==> src/rtl/seg7_pkg.sv <==
// rtl/seg7_pkg.sv - shared 7-segment pattern constants, capture FSM states and decode function
package seg7_pkg;

  localparam int SEG7_DP_BIT = 7;

  localparam logic [6:0] SEG7_0 = 7'h3f;
  localparam logic [6:0] SEG7_1 = 7'h06;
  localparam logic [6:0] SEG7_2 = 7'h5b;
  localparam logic [6:0] SEG7_3 = 7'h4f;
  localparam logic [6:0] SEG7_4 = 7'h66;
  localparam logic [6:0] SEG7_5 = 7'h6d;
  localparam logic [6:0] SEG7_6 = 7'h7d;
  localparam logic [6:0] SEG7_7 = 7'h27;
  localparam logic [6:0] SEG7_8 = 7'h7f;
  localparam logic [6:0] SEG7_9 = 7'h6f;
  localparam logic [6:0] SEG7_A = 7'h5f;
  localparam logic [6:0] SEG7_B = 7'h7c;
  localparam logic [6:0] SEG7_C = 7'h58;
  localparam logic [6:0] SEG7_D = 7'h5e;
  localparam logic [6:0] SEG7_E = 7'h7b;
  localparam logic [6:0] SEG7_F = 7'h71;

  typedef enum logic {
    HUNT    = 1'b0,
    CAPTURE = 1'b1
  } cap_state_e;

  typedef struct packed {
    logic       valid;
    logic [3:0] nibble;
  } seg7_dec_t;

  function automatic seg7_dec_t seg7_decode(input logic [6:0] pat);
    seg7_dec_t r;
    r.valid  = 1'b1;
    r.nibble = 4'h0;
    case (pat)
      SEG7_0:  r.nibble = 4'h0;
      SEG7_1:  r.nibble = 4'h1;
      SEG7_2:  r.nibble = 4'h2;
      SEG7_3:  r.nibble = 4'h3;
      SEG7_4:  r.nibble = 4'h4;
      SEG7_5:  r.nibble = 4'h5;
      SEG7_6:  r.nibble = 4'h6;
      SEG7_7:  r.nibble = 4'h7;
      SEG7_8:  r.nibble = 4'h8;
      SEG7_9:  r.nibble = 4'h9;
      SEG7_A:  r.nibble = 4'hA;
      SEG7_B:  r.nibble = 4'hB;
      SEG7_C:  r.nibble = 4'hC;
      SEG7_D:  r.nibble = 4'hD;
      SEG7_E:  r.nibble = 4'hE;
      SEG7_F:  r.nibble = 4'hF;
      default: r.valid  = 1'b0;
    endcase
    return r;
  endfunction

endpackage

==> src/rtl/seg7_pattern_decode.sv <==
// rtl/seg7_pattern_decode.sv - combinational segment pattern to hex nibble decoder
import seg7_pkg::*;

module seg7_pattern_decode (
  input  logic [6:0] pat,
  output logic       valid,
  output logic [3:0] nibble
);

  seg7_dec_t dec;

  always_comb begin
    dec    = seg7_decode(pat);
    valid  = dec.valid;
    nibble = dec.nibble;
  end

endmodule

==> src/rtl/seg7_capture.sv <==
// rtl/seg7_capture.sv - samples a multiplexed 7-segment bus and publishes stable decoded frames
import seg7_pkg::*;

module seg7_capture #(
  parameter int DIGITS        = 4,
  parameter int STABLE_FRAMES = 2
) (
  input  logic                  i_clk,
  input  logic                  i_rst,
  input  logic [7:0]            i_seg_d,
  input  logic [7:0]            i_seg_com,
  output logic [4*DIGITS-1:0]   o_digits,
  output logic                  o_valid,
  output logic                  o_locked,
  output logic                  o_frame_err
);

  localparam int IW = (DIGITS > 1) ? $clog2(DIGITS) : 1;
  localparam int SW = $clog2(STABLE_FRAMES + 1);
  localparam logic [7:0]    COM_MASK = 8'((1 << DIGITS) - 1);
  localparam logic [IW-1:0] LAST_IDX = IW'(DIGITS - 1);
  localparam logic [SW-1:0] SF_MAX   = SW'(STABLE_FRAMES);

  logic [7:0]          s_d;
  logic [7:0]          s_com;
  logic [7:0]          s_com_prev;
  cap_state_e          state, state_n;
  logic [IW-1:0]       exp_idx, exp_n;
  logic [4*DIGITS-1:0] frame, frame_n, frame_ins;
  logic [4*DIGITS-1:0] last_frame, last_n;
  logic [SW-1:0]       stab_cnt, stab_n;

  logic          new_strobe;
  logic          com_legal;
  logic [IW-1:0] com_idx;
  logic          pat_valid;
  logic [3:0]    pat_nib;
  logic          good_pat;
  logic          complete;
  logic          abort;
  logic          publish;
  logic          dp_unused;

  // Decimal point carries no digit information.
  assign dp_unused  = s_d[SEG7_DP_BIT];
  assign new_strobe = (s_com != s_com_prev);
  assign com_legal  = $onehot(s_com) && ((s_com & ~COM_MASK) == 8'd0);
  assign good_pat   = com_legal && pat_valid;

  seg7_pattern_decode u_dec (
    .pat    (s_d[6:0]),
    .valid  (pat_valid),
    .nibble (pat_nib)
  );

  always_comb begin
    com_idx = '0;
    for (int i = 0; i < DIGITS; i++) begin
      if (s_com[i]) com_idx = IW'(i);
    end
  end

  always_comb begin
    frame_ins = frame;
    for (int i = 0; i < DIGITS; i++) begin
      if (IW'(i) == com_idx) frame_ins[4*i +: 4] = pat_nib;
    end
  end

  always_comb begin
    state_n  = state;
    exp_n    = exp_idx;
    frame_n  = frame;
    complete = 1'b0;
    abort    = 1'b0;
    if (new_strobe) begin
      case (state)
        HUNT: begin
          if (good_pat && com_idx == '0) begin
            frame_n = frame_ins;
            exp_n   = IW'(1);
            if (DIGITS == 1) complete = 1'b1;
            else             state_n  = CAPTURE;
          end
        end
        CAPTURE: begin
          if (good_pat && com_idx == exp_idx) begin
            frame_n = frame_ins;
            exp_n   = exp_idx + IW'(1);
            if (com_idx == LAST_IDX) begin
              complete = 1'b1;
              state_n  = HUNT;
            end
          end else if (good_pat && com_idx == '0) begin
            abort   = 1'b1;
            frame_n = frame_ins;
            exp_n   = IW'(1);
          end else begin
            abort   = 1'b1;
            state_n = HUNT;
          end
        end
        default: state_n = HUNT;
      endcase
    end
  end

  // Stability tracking: publish only on the transition into the saturated count.
  always_comb begin
    stab_n  = stab_cnt;
    last_n  = last_frame;
    publish = 1'b0;
    if (complete) begin
      if (frame_n == last_frame) begin
        if (stab_cnt < SF_MAX) begin
          stab_n  = stab_cnt + SW'(1);
          publish = (stab_cnt + SW'(1) == SF_MAX);
        end
      end else begin
        stab_n  = SW'(1);
        last_n  = frame_n;
        publish = (STABLE_FRAMES == 1);
      end
    end
  end

  always_ff @(posedge i_clk) begin
    if (i_rst) begin
      s_d         <= '0;
      s_com       <= '0;
      s_com_prev  <= '0;
      state       <= HUNT;
      exp_idx     <= '0;
      frame       <= '0;
      last_frame  <= '0;
      stab_cnt    <= '0;
      o_digits    <= '0;
      o_valid     <= 1'b0;
      o_locked    <= 1'b0;
      o_frame_err <= 1'b0;
    end else begin
      s_d         <= i_seg_d;
      s_com       <= i_seg_com;
      s_com_prev  <= s_com;
      state       <= state_n;
      exp_idx     <= exp_n;
      frame       <= frame_n;
      last_frame  <= last_n;
      stab_cnt    <= stab_n;
      o_valid     <= publish;
      o_frame_err <= abort;
      if (publish) o_digits <= frame_n;
      if (complete) o_locked <= publish || (frame_n == o_digits);
    end
  end

endmodule
==> config.mk <==
export PLATFORM = sky130hd
export DESIGN_NAME = seg7_capture
export DESIGN_NICKNAME = d
export VERILOG_FILES = /design/src/rtl/seg7_pkg.sv /design/src/rtl/seg7_pattern_decode.sv /design/src/rtl/seg7_capture.sv
export SDC_FILE = /design/constraint.sdc
export NUM_CORES = 1
export LEC_CHECK = 0
export BUFFER_PORTS_ARGS = -buffer_cell sky130_fd_sc_hd__buf_2
export CORE_MARGIN = 2
export CORE_UTILIZATION = 50
export DETAILED_ROUTE_END_ITERATION = 10
export GPL_TIMING_DRIVEN = 0
export MAX_ROUTING_LAYER = met4
export PLACE_DENSITY = 0.68
export SETUP_SLACK_MARGIN = 0.2
export SKIP_LAST_GASP = 1
export SLEW_MARGIN = 20
export SYNTH_ARGS = -nofsm -noshare
export SYNTH_HDL_FRONTEND = slang
export SYNTH_SLANG_ARGS = --single-unit
==> constraint.sdc <==
create_clock -name i_clk -period 15.8 [get_ports i_clk]
set_input_delay 3.16 -clock i_clk [delete_from_list [all_inputs] [get_ports i_clk]]
set_output_delay 3.16 -clock i_clk [all_outputs]
set_load 0.02 [all_outputs]
======== Word-level counts from Yosys, hierarchy flattened ========
Cells that the tools add are included.
cells by class
  add/subtract/negate cells ............... 9
  $lt $le $gt $ge ......................... 1
  eq/ne operators ......................... 27
  multiplexer cells ....................... 30
  bitwise gates (word level) .............. 3
  reduce and logical (&&, ||, !) cells .... 11
operator list
  kind                                            count
  == test 7 bit (second input constant)           13
  one-hot mux 4 bit (15 select lines)             1
  2-to-1 mux 16 bit                               3
  == test 16 bit                                  2
  one-hot mux 16 bit (2 select lines)             1
  2-to-1 mux 4 bit                                4
  OR reduction 16 bit                             1
  == test 7 x 6 -> 1 bit (second input constant)  2
  2-to-1 mux 1 bit                                13
  2-to-1 mux 2 bit                                6
  adder 1 x 1 -> 2 bit                            4
  zero test 8 bit                                 1
  != test 8 bit                                   1
  == test 7 x 3 -> 1 bit (second input constant)  1
  adder 2 x 2 -> 3 bit                            2
  adder 2 x 1 -> 2 bit (second input constant)    2
  adder 3 x 3 -> 4 bit                            1
  == test 2 bit (first input constant)            2
  == test 2 bit (second input constant)           2
  == test 4 x 1 -> 1 bit (second input constant)  1
  logical AND 1 bit                               4
  one-hot mux 2 bit (2 select lines)              1
  AND reduction 2 bit                             2
  NOT 1 bit                                       3
  other kinds (8)                                 8
storage, ports and cells
  flip-flop bits (word level) ............. 79
  input port bits ......................... 18
  output and inout bits ................... 19
  word-level logic and storage cells ...... 93

======== Depth between registers and ports, before layout ========
Gate-level depths: netlist (run 1).
  depth after elaboration ................. 15
  mapped depth ............................ 22
  mapped depth without buffers ............ 18

======== Modules after synthesis ========
Synthesis (run 1) repeated with hierarchy kept, for this count alone.
unflattened totals
  cell total of the unflattened synthesis .. 492
  area, all modules ....................... 4560.6 µm²
modules (own cells, without submodules)
  module               times used  cells each  area each (µm²)  seq. area each (µm²)
  seg7_capture         1           429         4157.7           1581.5
  seg7_pattern_decode  1           63          402.9            0.0

======== Worst setup path before layout (run 1) ========
No wires, ideal clock.
  kind .................................... register to register
  start ................................... reg s_com[3]
  end ..................................... reg last_frame[10]
  library setup time ...................... 0.121 ns
  arrival ................................. 5.545 ns
  data required time ...................... 15.679 ns
  slack ................................... 10.134 ns
  stages on the path, launching flop included .. 21
  path buffers ............................ 3
  clock period less this slack ............ 5.666 ns
  cells stage by stage .................... dfxtp_1 -> buf_2 -> clkinv_1 -> fa_1 -> fa_1 -> fa_1 -> inv_1 -> ha_1 -> inv_1 -> fa_1 -> nand3_1 -> a211o_1 -> a311oi_4 -> mux2_2 -> nor4_1 -> nand4_2 -> nor3_2 -> or2_1 -> buf_6 -> buf_12 -> mux2_4
on the way
  longest elaborated chain between the ends .. 14
  elaborated cells between the ends (all ways) .. 31
ends and longest elaborated chain
  item                                        line                                    RTL
  start, declared                             seg7_capture.sv:25                      logic [7:0] s_com;
  start signal, assigned                      seg7_capture.sv:143                     s_com <= i_seg_com;
  adder 1 x 1 -> 2 bit (not written as such)  seg7_capture.sv:47                      assign com_legal = $onehot(s_com) && ((s_com & ~COM_MASK) == 8'd0);
  adder 2 x 2 -> 3 bit (not written as such)  seg7_capture.sv:47
  adder 3 x 3 -> 4 bit (not written as such)  seg7_capture.sv:47
  == test 4 x 1 -> 1 bit                      seg7_capture.sv:47
  logical AND 1 bit                           seg7_capture.sv:47
  logical AND 1 bit                           seg7_capture.sv:48                      assign good_pat = com_legal && pat_valid;
  logical AND 1 bit                           seg7_capture.sv:79, seg7_capture.sv:94
  2-to-1 mux 16 bit                           seg7_capture.sv:79, seg7_capture.sv:94
  2-to-1 mux 16 bit                           seg7_capture.sv:87                      if (good_pat && com_idx == exp_idx) begin
  one-hot mux 16 bit (2 select lines)         seg7_capture.sv:77                      case (state)
  2-to-1 mux 16 bit                           seg7_capture.sv:76                      if (new_strobe) begin
  == test 16 bit                              seg7_capture.sv:114                     if (frame_n == last_frame) begin
  NOT 1 bit (no source line)                  -
  AND reduction 2 bit (no source line)        -
  end signal, assigned                        seg7_capture.sv:148                     last_frame <= last_n;
  end, declared                               seg7_capture.sv:30                      logic [4*DIGITS-1:0] last_frame, last_n;
Several ways; a longest one is shown, not always the timed one.
A chain may end at the register's enable or synchronous reset.

======== Final worst setup path (run 1) ========
  start ................................... reg s_com[3]
  end ..................................... reg last_frame[14]
Same word-level chain as after synthesis.

==> results.md, run 1 <==
- Status: finished, final reports clean
- Port Buffers: 34
- Cell Area, Synth: 4670 um2
- GRT overflow: 0
- Rel. slew slack: 37.6%
- Fin cells: 698
- Post-route cell area: 5200 um2
- DRC errors left: 0
- CTS tree: done
- Post-Synthesis Cells: 538
- Post-CTS Resized: 0
- Wirelength per Cell: 19.3 um
- Cts bufs inserted: 9
- CTS clock-pin slew for the worst setup and hold paths: 0.09 ns
- Fraction of the mapped netlist area in simple logic gates: 22.8%
- DRT Pass-1 Iters: 5
- Setup violations, final: 0
- First-pass GRT wire length: 21300 um
- Die X: 101 um
- Fin nets: 609
- Final Wtd Congestion: 0.996
- Cell Rows: 35
- Synth warn: 0
- Vias/cell: 6.17
- Top_reg_cell synth: dfxtp_1
- RSZ-0062 raised after global routing: no
- Worst path slowest cell: fa_1
- Syn avg cell area: 8.69 um2
- Worst Slack Setup Final: 9.09 ns
- Post-synthesis register bit count: 79
- Total nets after synthesis: 564
- Dpl cell area: 4980 um2
- Max Fclk: 0.149 GHz
- Iter 0 DRT Violations: 457
- Clock H-tree levels: 3
- Setup WS pre-CTS: 9.19 ns
- CP Class: flip-flop to flip-flop
- EDFF count, synth: 0
- Setup TNS: 0 ns
- Clock period minus worst slack: 6.71 ns
- Clk buf depth: 2
- Slew Limit Fails: 0
- Vias in the first global route: 4149
- Post-synthesis mux area share: 9.31%
- Max Fanout on Critical Path: 10
- Clk Latency, worst-skew pair: 0.35 ns
- Critical Path End Type: flip-flop
- Max incr delay on CP: 0.61 ns
- Clock skew: 0.0132 ns
- Placed instance count: 683
- CTS Sinks: 79
- Cell variety after synth: 83
- Diode count: 0
- PD cells: 78.2 nW/um2
- Root buffer cell: clkbuf_8
- Final period util: 42.5%
- Via count: 4308
- Async set-reset flop share out of synthesis: 0%
- Antenna viol nets, final: 0
- Die ar.: 10100 um2
- Slew @ Worst Pin: 0.927 ns
- Min-delay worst type: flip-flop to flip-flop
- Synth top area cells: dfxtp_1 34%, nor2_1 4.9%, nor2b_1 4.8%
- Xor/xnor share of the synthesized area: 5.25%
- Worst EP required: 16.04 ns
- GRT Util Overall: 28.3%
- I/O pin cnt: 37
- Hold_buf cts: 0
- Fraction of layout cells with a size suffix above 1: 16.5%
- Largest net degree at the start of global routing: 14
- Top-count cell post-synth: dfxtp_1
- Seq/Total Area, Yosys: 33.8%
- HPWL after DPL: 10100 um
- Initial antenna violation count: 0
- Ordered list of cells on the worst path: buf_2 -> clkinv_1 -> fa_1 -> fa_1 -> fa_1 -> inv_1 -> ha_1 -> inv_1 -> fa_1 -> nand3_1 -> a211o_1 -> a311oi_4 -> mux2_2 -> nor4_1 -> nand4_2 -> nor3_2 -> or2_1 -> buf_6 -> buf_12 -> mux2_4
- Max_cap viols: 0
- Cell accounting for the most synthesized area: dfxtp_1
- Worst vdd ir: 0.0401 mV
- Crit path top cell by count: fa_1
- Worst EP arrival: 6.95 ns
- Setup bufs post-CTS: 0
- Final hold viol count: 0
- Starting Density: 51.1%
- Final Util: 56.8%
- Largest family of logic cells by synthesized area: simple AND/OR/NAND/NOR gates
- Cell leakage power: 2.13 nW
- Post-detailed-routing wire length: 13400 um
- Yosys top cell area share: 33.8%
- Compound-Gate Fraction of Synth Area: 19.0%
- Startpoint Class: flip-flop
- Core box area: 9150 um2
- Commonest cells in the netlist: 79 x dfxtp_1, 61 x nor2_1, 42 x inv_1
- Syn-to-layout area delta: 11.2%
- Synth Area in Adders: 2.78%
- Die height: 101 um
## metrics by stage
| step | hold slack [ns] | total power, mW |
|---|---|---|
| 2_1_floorplan | 0.449 | 0.235 |
| 3_3_place_gp | 0.471 | 0.245 |
| 3_5_place_dp | 0.472 | 0.246 |
| 4_1_cts | 0.484 | 0.406 |
| 5_1_grt | 0.547 | 0.421 |
| 6_report | 0.491 | 0.406 |
## placed cells by master, fill, tap and decap left out, types with 5 or more instances in the layout
cell,count
mux2_2,8
nand4_1,10
nand2_1,21
a31oi_1,6
nor3_1,11
o31ai_1,6
and2_1,12
inv_1,42
a21oi_1,25
nor2b_1,36
mux2i_1,20
a211oi_1,6
dfxtp_1,79
o21ai_0,11
xnor2_1,12
mux2_4,8
xor2_1,16
nor2_1,61
clkbuf_1,15
nor4_1,13
buf_2,43
nand3_1,9
nand2b_1,5
o22ai_1,6
clkbuf_8,9
## flip-flops by register name (all words and copies together), names as in the netlist
register,count
frame,16
last_frame,16
o_digits,16
s_com,8
s_com_prev,8
s_d,7
exp_idx,2
stab_cnt,2
o_frame_err,1
o_locked,1
o_valid,1
state,1
## worst max-delay path: cells and delay by family (launching register included)
family / cells / cell delay (ns)
DFF: 1 / 0.44
and+or+nand+nor: 5 / 1.24
buffers and inverters: 6 / 1.06
AOI/OAI and AO/OA: 2 / 1.01
muxes: 2 / 0.70
adders and majority gates: 5 / 2.11
## layout make-up
cell class              instances  area [um2]
plain buffers                  29         166
multi-input cells             387        2770
well taps                     111         139
clock inverters                 5        81.3
repair buffers                 34         170
flip-flops and latches         79        1580
clock buffers                  10         128
inverters                      43         161
fillers                       861        3960
## cells by family (layout without fill, tap and decap cells)
group	after synthesis	after routing
buf+inv	72	121
xor+xnor	28	28
compound gates	113	113
mux	38	38
flops	79	79
fa+ha+maj	8	8
simple gates	200	200
## routing by layer
layer,vias to the layer above,track usage [%],wire length [um]
li1,2001,-,-
met1,2091,36.2,5880
met2,187,44.7,6210
met3,29,5.13,964
met4,0,10.3,393
met5,-,-,0
## worst paths after layout
path                 start  slack (ns)  cells after the start             end
setup / recovery  s_com[3]        9.09                     20  last_frame[14]
hold / removal       state        0.49                      2     o_frame_err
setup reg to reg  s_com[3]        9.09                     20  last_frame[14]
hold reg to reg      state        0.49                      2     o_frame_err
## power breakdown
part | switching (mW) | internal (mW) | leakage [nW]
Combinational | 0.0244 | 0.0131 | 1.39
Clock | 0.0763 | 0.0885 | 0.103
Sequential | 0.00229 | 0.202 | 0.642
No activity file was read; power rests on OpenSTA's default activity.
==> run 2: changes to the inputs <==
clock period = 6.45 ns   (was 15.8 ns; I/O delays follow)
==> results.md, run 2 (synthesis gave the netlist of run 1 again) <==
- Status: finished, final reports clean
- Iter 0 DRT Violations: 476
- Largest net degree at the start of global routing: 14
- Starting Density: 51.1%
- Crit path launch: s_com[3]
- Ordered list of cells on the worst path: buf_4 -> clkinv_2 -> fa_1 -> fa_1 -> fa_1 -> inv_1 -> ha_1 -> inv_1 -> fa_1 -> nor2_1 -> a31oi_2 -> a211oi_4 -> o311a_1 -> buf_2 -> a21oi_1 -> a2111oi_2 -> nand4_2 -> nor3_4 -> or2_1 -> buf_6 -> buf_12 -> mux2_4
- Slew @ Worst Pin: 1.14 ns
- Min-delay worst type: flip-flop to flip-flop
- Core box area: 9150 um2
- Dpl cell area: 4980 um2
- Post-route cell area: 5280 um2
- Clk Latency, worst-skew pair: 0.35 ns
- Clock share of power: 40.2%
- Max Fanout on Critical Path: 10
- Vias in the first global route: 4173
- Clock period minus worst slack: 5.92 ns
- Final period util: 91.8%
- Cell leakage power: 2.17 nW
- Via count: 4257
- RSZ-0062 raised after global routing: no
- CP Buf/Inv Count: 7
- HPWL after DPL: 10100 um
- Clock skew: 0.00979 ns
- Final Wtd Congestion: 0.996
- CTS clock-pin slew for the worst setup and hold paths: 0.08 ns
- Antenna viol nets, final: 0
- Hold_buf cts: 0
- Clk buf depth: 2
- Setup WS pre-CTS: -0.164 ns
- Final Util: 57.6%
- Diode count: 0
- Worst Slack Setup Final: 0.526 ns
- Max incr delay on CP: 0.54 ns
- Fraction of layout cells with a size suffix above 1: 18.4%
- Cell Int Power: 0.746 mW
- Initial antenna violation count: 0
- Worst r2r src: s_com[3]
- GRT Util Overall: 28.4%
- DRT Pass-1 Iters: 5
- Worst EP required: 6.69 ns
- Cts bufs inserted: 9
- Rel. slew slack: 23.4%
- GRT overflow: 0
- Crit path max-delay family: adder cells
- Port Buffers: 34
- First-pass GRT wire length: 21500 um
- CP Class: flip-flop to flip-flop
- Root buffer cell: clkbuf_8
- Setup violations, final: 0
- Crit path top cell by count: fa_1
- Die height: 101 um
- Max_cap viols: 0
- Vias/cell: 6.06
- Startpoint Class: flip-flop
- Fin nets: 614
- Clock H-tree levels: 3
- Critical Path End Type: flip-flop
- Sequential Power Share: 50.0%
- Post-detailed-routing wire length: 13400 um
- Worst EP arrival: 6.17 ns
- Leading cell type in the layout, fill and taps excluded: dfxtp_1
- Die ar.: 10100 um2
- I/O pin cnt: 37
- Hold Path Origin: state
- Cell Rows: 35
- DRC errors left: 0
- Max Fclk: 0.169 GHz
- Combinational power share: 9.8%
- Worst path slowest cell: fa_1
- Die X: 101 um
- CTS Sinks: 79
- Switch share: 25.4%
- Final hold viol count: 0
- Most frequent cells in the layout: 78 x dfxtp_1, 61 x nor2_1, 42 x inv_1, 42 x buf_2, 36 x nor2b_1
- PD cells: 190 nW/um2
- Wirelength per Cell: 19.1 um
- Syn-to-layout area delta: 12.9%
- Tot Pwr: 1.00 mW
- Worst vdd ir: 0.0983 mV
- Slew Limit Fails: 0
- Top Registers: frame (16), last_frame (16), o_digits (16)
- CTS tree: done
- Net Sw Power: 0.254 mW
[run 2: cell count changes in the layout (fill, tap and decap cells not counted), sizes merged]
cell / delta
buf: +5
[run 2: final timing paths]
path / end / slack [ns] / cells after the start
setup / recovery: last_frame[14] / 0.53 / 22
hold / removal: o_frame_err / 0.49 / 2
setup reg to reg: last_frame[14] / 0.53 / 22
hold reg to reg: o_frame_err / 0.49 / 2
[run 2: worst reg2reg max path: stages, from the launching register on]
cell,delay (ns)
dfxtp_2,0.38
buf_4,0.20
clkinv_2,0.18
fa_1,0.54
fa_1,0.43
fa_1,0.44
inv_1,0.07
ha_1,0.16
inv_1,0.06
fa_1,0.38
nor2_1,0.13
a31oi_2,0.18
a211oi_4,0.43
o311a_1,0.24
buf_2,0.23
a21oi_1,0.14
a2111oi_2,0.44
nand4_2,0.21
nor3_4,0.18
or2_1,0.15
buf_6,0.17
buf_12,0.17
mux2_4,0.31
[run 2: stage by stage]
step	hold WS (ns)	setup TNS, ns	instances
floorplan	0.449	0	538
global placement	0.471	-0.538	683
detailed placement	0.472	-1.61	683
CTS	0.484	0	701
global route	0.547	0	703
finish	0.490	0	703
[run 2: layout make-up]
| class | instances | area, um2 |
|---|---|---|
| Sequential cell | 79 | 1580 |
| Clock buffer | 10 | 128 |
| Fill cell | 848 | 3880 |
| Inverter | 43 | 163 |
| Tap cell | 111 | 139 |
| Buffer | 29 | 175 |
| Multi-Input combinational cell | 387 | 2800 |
| Clock inverter | 5 | 81.3 |
| Timing Repair Buffer | 39 | 208 |
[run 2: power groups by stage]
stage	combinational [mW]	clock [mW]	sequential, mW
after floorplan	0.0669	0	0.510
after global placement	0.0888	0	0.511
after detailed placement	0.0912	0	0.512
after CTS	0.0948	0.404	0.500
after global routing	0.110	0.425	0.501
final	0.0983	0.402	0.500
[run 2: what timing repair did]
item,in CTS,in global routing
gates resized for setup,4,11
pin swaps,2,2
endpoints found under the setup margin,35,35
buffers inserted,3,2
[run 2: metal layers]
metal  GRT usage (%)  share of wire [%]
met1            36.7                 45
met2            44.6                 46
met3            5.13                6.1
met4            10.5                3.0
met5               -                  0
==> run 3: changes to the inputs <==
CAP_MARGIN = 20   (was unset)
CORE_MARGIN = unset   (was 2)
REMOVE_ABC_BUFFERS = 1   (was unset)
==> results.md, run 3 (synthesis gave the netlist of run 1 again) <==
- Final Wtd Congestion: 0.950
- Setup TNS: 0 ns
- Max Fclk: 0.168 GHz
- Hold Path Origin: state
- PD cells: 192 nW/um2
- RSZ-0062 raised after global routing: no
- Post-detailed-routing wire length: 12300 um
- Clock period minus worst slack: 5.96 ns
- Clk Latency, worst-skew pair: 0.35 ns
- Clock skew: 0.00630 ns
- Clk buf depth: 2
- Min-delay worst type: flip-flop to flip-flop
- Slew Limit Fails: 0
- Die X: 98.7 um
- Top Registers: frame (16), last_frame (16), o_digits (16)
- Fin nets: 593
- Wirelength per Cell: 18.1 um
- Worst vdd ir: 0.129 mV
- Cell leakage power: 2.12 nW
- First-pass GRT wire length: 20400 um
- Multi-input gate area: 2810 um2
- Final Util: 58.7%
- Worst EP required: 6.69 ns
- Leading cell type in the layout, fill and taps excluded: dfxtp_1
- Register area: 1590 um2
- Hold_buf cts: 0
- Root buffer cell: clkbuf_8
- Port Buffers: 35
- Clock share of power: 40.7%
- Hold endpoint: o_frame_err
- Setup violations, final: 0
- Syn-to-layout area delta: 11.7%
- Rel. slew slack: 28.1%
- Switch share: 24.8%
- Iter 0 DRT Violations: 335
- CTS tree: done
- Combinational power share: 8.7%
- Fraction of layout cells with a size suffix above 1: 18.2%
- Slew @ Worst Pin: 1.08 ns
- Antenna viol nets, final: 0
- Clock H-tree levels: 3
- FF-to-FF path depth: 20
- Setup slack, reg-to-reg: 0.49 ns
- Sequential Power Share: 50.6%
- DRC errors left: 0
- Cts bufs inserted: 9
- Setup WS pre-CTS: -0.998 ns
- Worst Slack Setup Final: 0.495 ns
- GRT overflow: 0
- Net Sw Power: 0.249 mW
- Status: finished, final reports clean
- Die ar.: 9740 um2
- Most frequent cells in the layout: 78 x dfxtp_1, 60 x nor2_1, 42 x inv_1
- Reg2reg end: last_frame[1]
- Max Fanout on Critical Path: 14
- Diode count: 0
- Fill count: 825
- DRT Pass-1 Iters: 5
- CTS clock-pin slew for the worst setup and hold paths: 0.08 ns
- Worst r2r src: s_com[3]
- Hold Path Cell Cnt: 2
- Die height: 98.7 um
- GRT Util Overall: 27.5%
- Initial antenna violation count: 0
- CP Class: flip-flop to flip-flop
- HPWL after DPL: 8720 um
- Via count: 4147
- Final period util: 92.3%
- Startpoint Class: flip-flop
- I/O pin cnt: 37
- Vias in the first global route: 4037
- Largest net degree at the start of global routing: 72
- Worst EP arrival: 6.20 ns
- Vias/cell: 6.11
- Cell Rows: 34
- CTS Sinks: 79
- Core box area: 8890 um2
- Cell Int Power: 0.755 mW
- Critical Path End Type: flip-flop
- Max_cap viols: 0
- Starting Density: 52.6%
- Final hold viol count: 0
run 3: changes by cell type in the layout (fill, tap and decap cells not counted), sizes merged:
cell | previous run | this run
clkinvlp | 1 | 0
clkbuf | 24 | 11
buf | 54 | 47
clkinv | 2 | 3
inv | 43 | 42
run 3: critical path, stage by stage (launching register included):
cell	delay, ns
dfxtp_4	0.47
clkinv_2	0.19
fa_1	0.49
fa_1	0.52
fa_1	0.41
inv_1	0.06
ha_1	0.16
inv_1	0.06
fa_1	0.48
nand3_1	0.20
a211oi_4	0.39
buf_4	0.19
buf_4	0.11
o311ai_2	0.22
a221o_1	0.40
nor4_1	0.25
nand4_2	0.20
nor3_2	0.35
or2_4	0.22
buf_12	0.13
mux2_2	0.34
run 3: per-layer routing:
metal / GRT usage (%) / vias to the layer above / routed length, um
li1: - / 1976 / -
met1: 34.7 / 1937 / 5320
met2: 43.3 / 197 / 5680
met3: 5.60 / 37 / 972
met4: 11.0 / 0 / 299
met5: - / - / 0
run 3: area by class of cell:
cell class | count | area share, %
Clock inverter | 4 | 1.34
Inverter | 43 | 3.12
Sequential cell | 79 | 30.4
Tap cell | 108 | 2.59
Clock buffer | 11 | 2.71
Multi-Input combinational cell | 387 | 53.9
Timing Repair Buffer | 47 | 5.99
run 3: repair_timing:
item / 4_1_cts / 5_1_grt
pin swaps: 2 / 2
resized for setup: 7 / 3
endpoints found under the setup margin: 36 / 33
buffers inserted: 6 / 3
run 3: power by group through the flow:
stage | Clock (mW) | Sequential (mW) | Combinational, mW
after global placement | 0 | 0.519 | 0.0740
after global routing | 0.436 | 0.509 | 0.0982
after detailed placement | 0 | 0.519 | 0.0779
after CTS | 0.414 | 0.508 | 0.0840
final | 0.408 | 0.508 | 0.0875
after floorplan | 0 | 0.515 | 0.0529
run 3: worst max-delay path by stage:
stage | startpoint | endpoint | slack (ns) | cells after the start
2_1_floorplan | s_com[3] | o_digits[11] | -0.37 | 17
3_3_place_gp | s_com[3] | o_digits[9] | -2.28 | 17
3_5_place_dp | s_com[3] | last_frame[5] | -1.0 | 17
4_1_cts | s_com[3] | last_frame[1] | 0.29 | 17
5_1_grt | s_com[3] | o_digits[9] | 0.22 | 19
6_report | s_com[3] | last_frame[1] | 0.49 | 20
run 3: stage by stage:
| stage | power, mW | cell area, um2 | std cells | hold slack, ns |
|---|---|---|---|---|
| after CTS | 1.01 | 5160 | 676 | 0.496 |
| final | 1.00 | 5220 | 679 | 0.488 |
| after floorplan | 0.568 | 4510 | 509 | 0.447 |
| after detailed placement | 0.597 | 4870 | 655 | 0.484 |
| after global routing | 1.04 | 5220 | 679 | 0.548 |
| after global placement | 0.593 | 4820 | 652 | 0.469 |
